### src/rtl/pc_branch_unit.sv
// Fetch-side PC stage: holds PC, selects next PC from PC+4, branch, jump or a buffered redirect.
// Optional J / JR support is compiled in with `define PC_JUMP_EN.
module pc_branch_unit #(
    parameter logic [31:0] RESET_VEC = 32'h0000_0000,
    parameter logic [31:0] EXC_VEC   = 32'h0000_8000
) (
    input  logic        Clk,
    input  logic        Rst,
    input  logic        Stall,
    input  logic        BranchTaken,
    input  logic [31:0] SignExtImm,
    input  logic [31:0] PCPlus4_ID,
    input  logic        Jump,
    input  logic [25:0] JumpIdx,
    input  logic        JumpReg,
    input  logic [31:0] RegTarget,
    output logic [31:0] PC,
    output logic [31:0] PCPlus4,
    output logic        RedirPending,
    output logic        AddrErr,
    output logic [31:0] FetchCount
);

    typedef enum logic [0:0] {StRun, StHold} state_e;

    state_e      state_q;
    logic [31:0] pc_q;
    logic [31:0] pend_tgt_q;
    logic        pend_jr_q;
    logic        redir_q;
    logic        addr_err_q;
    logic [31:0] fetch_count_q;

    logic [31:0] br_target;
    logic        req_valid;
    logic        req_jr;
    logic [31:0] req_tgt;

    logic [31:0] apply_tgt;
    logic        apply_jr;
    logic        apply_misaligned;
    logic [31:0] next_pc;

    // Offset is in words; the top two immediate bits shift out.
    assign br_target = PCPlus4_ID + {SignExtImm[29:0], 2'b00};

    logic unused_imm_hi;
    assign unused_imm_hi = ^SignExtImm[31:30];

`ifdef PC_JUMP_EN
    logic [31:0] j_target;
    assign j_target = {PCPlus4_ID[31:28], JumpIdx, 2'b00};

    // Same-cycle priority: JumpReg > Jump > BranchTaken.
    always_comb begin
        req_valid = JumpReg | Jump | BranchTaken;
        req_jr    = JumpReg;
        if (JumpReg) begin
            req_tgt = RegTarget;
        end else if (Jump) begin
            req_tgt = j_target;
        end else begin
            req_tgt = br_target;
        end
    end
`else
    logic unused_jump;
    assign unused_jump = ^{Jump, JumpIdx, JumpReg, RegTarget};

    assign req_valid = BranchTaken;
    assign req_jr    = 1'b0;
    assign req_tgt   = br_target;
`endif

    assign PCPlus4 = pc_q + 32'd4;

    // A fresh request beats a buffered one; JR alignment is checked when applied.
    always_comb begin
        apply_tgt = PCPlus4;
        apply_jr  = 1'b0;
        if (req_valid) begin
            apply_tgt = req_tgt;
            apply_jr  = req_jr;
        end else if (state_q == StHold) begin
            apply_tgt = pend_tgt_q;
            apply_jr  = pend_jr_q;
        end
        apply_misaligned = apply_jr && (apply_tgt[1:0] != 2'b00);
        next_pc          = apply_misaligned ? EXC_VEC : apply_tgt;
    end

    always_ff @(posedge Clk) begin
        if (Rst) begin
            state_q       <= StRun;
            pc_q          <= RESET_VEC;
            pend_tgt_q    <= 32'h0;
            pend_jr_q     <= 1'b0;
            redir_q       <= 1'b0;
            addr_err_q    <= 1'b0;
            fetch_count_q <= 32'h0;
        end else begin
            addr_err_q <= 1'b0;
            case (state_q)
                StRun: begin
                    if (!Stall) begin
                        pc_q          <= next_pc;
                        addr_err_q    <= apply_misaligned;
                        fetch_count_q <= fetch_count_q + 32'd1;
                    end else if (req_valid) begin
                        pend_tgt_q <= req_tgt;
                        pend_jr_q  <= req_jr;
                        redir_q    <= 1'b1;
                        state_q    <= StHold;
                    end
                end
                StHold: begin
                    if (Stall) begin
                        if (req_valid) begin
                            pend_tgt_q <= req_tgt;
                            pend_jr_q  <= req_jr;
                        end
                    end else begin
                        pc_q          <= next_pc;
                        addr_err_q    <= apply_misaligned;
                        fetch_count_q <= fetch_count_q + 32'd1;
                        redir_q       <= 1'b0;
                        state_q       <= StRun;
                    end
                end
                default: state_q <= StRun;
            endcase
        end
    end

    assign PC           = pc_q;
    assign RedirPending = redir_q;
    assign AddrErr      = addr_err_q;
    assign FetchCount   = fetch_count_q;

endmodule

### config.mk
export PLATFORM = sky130hd
export DESIGN_NAME = pc_branch_unit
export DESIGN_NICKNAME = d
export VERILOG_FILES = /design/src/rtl/pc_branch_unit.sv
export SDC_FILE = /design/constraint.sdc
export NUM_CORES = 1
export LEC_CHECK = 0
export ABC_AREA = 1
export ABC_CLOCK_PERIOD_IN_PS = 2000
export BUFFER_PORTS_ARGS = -buffer_cell sky130_fd_sc_hd__buf_2
export CORE_MARGIN = 4
export CORE_UTILIZATION = 53
export CTS_CLUSTER_SIZE = 16
export DETAILED_ROUTE_END_ITERATION = 10
export PLACE_DENSITY = 0.81
export RECOVER_POWER = 25
export SLEW_MARGIN = 10
export SYNTH_ARGS = -nofsm -noshare
export SYNTH_HDL_FRONTEND = slang
export SYNTH_SLANG_ARGS = --single-unit
### constraint.sdc
create_clock -name Clk -period 2 [get_ports Clk]
set_input_delay 0.1 -clock Clk [delete_from_list [all_inputs] [get_ports Clk]]
set_output_delay 0.1 -clock Clk [all_outputs]
set_load 0.005 [all_outputs]
======== Word-level counts from Yosys, hierarchy flattened ========
Index checks and enable logic that the tools add are counted.
cells by class
  add/subtract/negate cells ............... 3
  equality and inequality tests ........... 3
  multiplexer cells ....................... 19
  bitwise gates (word level) .............. 1
  reductions and logical operators ........ 5
operators with widths
  kind                   number
  $mux 32                7
  $add 32x1->32 const B  1
  $add 32x3->32 const B  1
  $add 32x32->32         1
  $mux 1                 10
  $ne 2x2->1 const B     3
  $pmux 1 s2             2
  $reduce_and 3->1       1
  $reduce_and 2->1       1
  $reduce_bool 2->1      1
  $reduce_or 2->1        1
  $logic_and 1x1->1      1
  $not 1->1              1
word-level totals
  register bits ........................... 100
  bits of input ports ..................... 128

======== Longest topological paths before layout ========
  depth in word-level cells ............... 7
  gate-level depth with buffers ........... 15
  gate-level depth less buffers ........... 15

======== Least setup slack after synthesis ========
Ideal clock, no wire load.
  kind .................................... flip-flop to flip-flop
  start point ............................. register pc_q[2] (netlist: PC[2])
  end point ............................... register pc_q[18] (netlist: PC[18])
  data arrival time ....................... 1.546 ns
  required time ........................... 1.881 ns
  path slack .............................. 0.335 ns
  stages on the path, launching flop included .. 9
  path buffers ............................ 0
  cell sequence ........................... dfxtp_1 ha_1 inv_1 nor2_2 nand2_1 o21ai_0 nand3_1 a21oi_1 a21oi_1
between the ends
  longest elaborated chain between the ends .. 5
ends and longest elaborated chain
  item                    line      source
  start, declared         27        logic [31:0] pc_q;
  start signal, assigned  106       pc_q <= next_pc;
  start signal, assigned  123       pc_q <= next_pc;
  $add 32x3->32           75        assign PCPlus4 = pc_q + 32'd4;
  $mux 32                 84        end else if (state_q == StHold) begin
  $mux 32                 81        if (req_valid) begin
  $mux 32                 89        next_pc = apply_misaligned ? EXC_VEC : apply_tgt;
  $mux 32                 105, 117
Every way passes these cells. The select of a mux whose other input is x is not followed.
A chain may end at the register's enable or synchronous reset.

======== Worst setup path in the final report ========
  start point ............................. register pc_q[2] (netlist: PC[2])
  end point ............................... output port PCPlus4[6]
between the ends
  longest elaborated chain between the ends .. 1
ends and longest elaborated chain
  item           line  source
  $add 32x3->32  75
  end, declared  18    output logic [31:0] PCPlus4,
Every way passes these cells.

==> metrics <==
Crit path arrival time 1.81 ns; Placed Cells 1,652; Ports 226; Storage cell area 1970 um^2; Hold Path Cell Cnt 3; largest net degree at the start of global routing 55; final worst path period share 95.5%; Sink Count 98; fraction of final layout cells sized beyond drive strength 1 15.4%; switching share of power 33.5%; Avg Synthesized Cell Area 5.84 um^2; GP Congestion 0.961; drc violations 0; Comb power frac 26.5%; #FFs+latches synth 98; I/O Buffers 162; post-synthesis sequential area ratio 25.3%; Max Freq 0.524 GHz; crit path max fanout 4; critical path type flip-flop to primary output; top post-synthesis cells by area dfxtp_1, nand2_1, inv_1, a21oi_1, nor2_1; top cell family by delay on the critical path buffers and inverters; CP required 1.90 ns; clock root buffer clkbuf_16; DRT Pass-1 Iters 5; P&R area growth vs syn 17.7%; Routed WL 23,300 um; Core ar. 14,100 um^2; standard-cell rows 43; status completed; Int Power 0.00358 W; setup_tns 0 ns; via density per instance 5.26; Vias 8,777; worst hold path type primary input to flip-flop; initial antenna violation count 0; max_cap viols 0; area leader, netlist dfxtp_1; Switch Pwr 0.00181 W; final setup violation count 0; Multi-input gate area 4890 um^2; initial core utilization 55.1%; Clock Skew 0.00683 ns; hold endpoint PC[1]; leak pwr 4.77 nW; power share of the clock group 33.0%; Hold Fails Final Rpt 0; Worst setup EP type primary output; Max Slew Vio Count 0; n_diodes 0; final setup margin 0.0899 ns; post-synthesis instance area 7760 um^2; first-pass GRT wire length 38,100 um; Nets 1,645; Yosys top cell area share 25.3%; Final min period 1.91 ns; Die Height 129 um; clk buf depth 2; Final Non-Filler Cells 1,670; CP max-delay cell dfxtp_1; Synth Warn # 0; worst r2r dst FetchCount[24]; HP Start PCPlus4_ID[1]; H-tree levels 3; crit-path cells ha_1 > inv_2 > nor2_4 > buf_4 > xor2_1 > buf_2; sequential share of power 40.5%; pre-CTS setup slack 0.0398 ns; vias in the first global route 8,102; gr usage total 27.9%; reg2reg path depth 11; CP max stage delay 0.35 ns; FF-to-FF Start FetchCount[1]; clock latency on the worst-skew pair 0.35 ns; clk slew on worst S/H paths 0.07 ns; width of the die 129 um; Tightest Pin Transition 1.03 ns; pwr/cell area 590 nW/um^2; DRT iter0 DRCs 722; wire length per cell 14.0 um; hold buffers post-CTS 0; final instance area 9140 um^2; worst path buffer plus inverter count 3; clock buffer count from CTS 9; Syn Nets 1,489; remaining antenna violation count 0; Post-Syn Instances 1,329; reg-to-reg slack, setup 0.19 ns; CP startpoint kind flip-flop; CTS tree yes; DP HPWL 18,400 um; max_slew headroom 31.6%; Die ar. 16,600 um^2; Tot Pwr 0.00539 W; Synth cell types 41; Area after DPL 8770 um^2; worst vdd ir 463 uV; grt ovf 0; Fill cells 1,423
==> area by class of cell <==
type | count | area share [%]
multi-input combinational | 978 | 53.6
tap | 180 | 2.46
clock inverter | 6 | 0.794
clock buffer | 10 | 2.51
inverter | 214 | 8.79
timing repair buffer | 184 | 10.3
sequential | 98 | 21.6
==> power by group through the flow <==
| stage | Sequential, W | Clock (W) | Combinational (W) |
|---|---|---|---|
| 2_1_floorplan | 0.00219 | 0 | 0.000934 |
| 3_3_place_gp | 0.00221 | 0 | 0.00140 |
| 3_5_place_dp | 0.00222 | 0 | 0.00142 |
| 4_1_cts | 0.00217 | 0.00181 | 0.00143 |
| 5_1_grt | 0.00219 | 0.00189 | 0.00162 |
| 6_report | 0.00218 | 0.00178 | 0.00143 |
==> cells in the final DEF, fill, tap and decap left out, drive strengths merged, types with 4 or more instances in the layout <==
| cell type | count |
|---|---|
| nand3b | 16 |
| dfxtp | 98 |
| ha | 31 |
| xor2 | 29 |
| nor3 | 19 |
| a31oi | 8 |
| o211ai | 4 |
| nand4 | 10 |
| xnor2 | 10 |
| a21o | 4 |
| clkinv | 5 |
| inv | 213 |
| nand3 | 72 |
| clkbuf | 32 |
| buf | 162 |
| a21oi | 125 |
| nand2 | 415 |
| nor2 | 147 |
| o21ai | 77 |
==> logic make-up after synthesis <==
| family | synth area share, % |
|---|---|
| AND/OR/NAND/NOR | 37.2 |
| buffers and inverters | 12.6 |
| AO/OA/AOI/OAI | 15.1 |
| flip-flops | 25.3 |
| XOR/XNOR | 4.50 |
| adder cells (fa/ha/maj) | 5.25 |
| other | 0.0483 |
==> per-layer routing <==
metal | up-vias | track usage [%] | share of wire [%]
li1 | 4497 | - | -
met1 | 3922 | 34.5 | 42
met2 | 295 | 48.4 | 48
met3 | 63 | 3.96 | 6.0
met4 | 0 | 12.0 | 4.0
met5 | - | 0 | 0
==> repair_timing <==
item                                    CTS  global route
gates resized for setup                   5            20
setup buffers                             0             2
endpoints found under the setup margin    5            20
==> synthesized netlist by cell type <==
cell type,n
nand2_1,408
inv_1,206
nor2_1,134
a21oi_1,125
dfxtp_1,98
o21ai_0,75
nand3_1,69
ha_1,31
xor2_1,28
clkbuf_1,26
nor3_1,18
nand3b_1,16
xnor2_1,10
nand4_1,9
a31oi_1,8
nor2_4,7
buf_2,6
nand2_2,6
nor2_2,6
a21o_1,4
buf_4,4
clkinv_1,4
inv_2,4
o211ai_1,4
nand3_2,3
buf_1,2
o21ai_1,2
o21bai_1,2
or2_2,2
a211oi_1,1
and2_1,1
buf_6,1
conb_1,1
fa_1,1
nand2_4,1
nand4_2,1
nor3_4,1
o21a_1,1
o221a_2,1
o22a_1,1
xor2_2,1
==> state kept, by name, indices dropped and copies added (netlist names) <==
name and count:
FetchCount 32, PC 32, pend_tgt_q 32, RedirPending 1, state_q 1
==> worst reg2reg max path: cells and delay by family, from the launching register on <==
| kind | cells | cell delay, ns |
|---|---|---|
| adders and majority gates | 1 | 0.19 |
| DFF | 1 | 0.38 |
| buffers and inverters | 2 | 0.17 |
| xor gates and xnor gates | 1 | 0.16 |
| and+or+nand+nor | 7 | 0.79 |
==> through the flow <==
stage                     utilization (%)  hold slack, ns
after global routing                 64.8          0.0217
after floorplan                         -           0.252
after CTS                            64.5          0.0162
final                                64.8          0.0326
after detailed placement             62.2           0.388
after global placement               62.2           0.379
==> worst max-delay path by stage <==
stage                  end          start  cells after the start
4_1_cts        PCPlus4[12]         PC[10]                      6
2_1_floorplan       PC[18]          PC[2]                      8
5_1_grt        PCPlus4[30]          PC[2]                      9
3_3_place_gp        PC[24]  SignExtImm[0]                     13
3_5_place_dp        PC[18]  SignExtImm[0]                     14
6_report        PCPlus4[6]          PC[2]                      6
No activity file was read; power rests on OpenSTA's default activity.
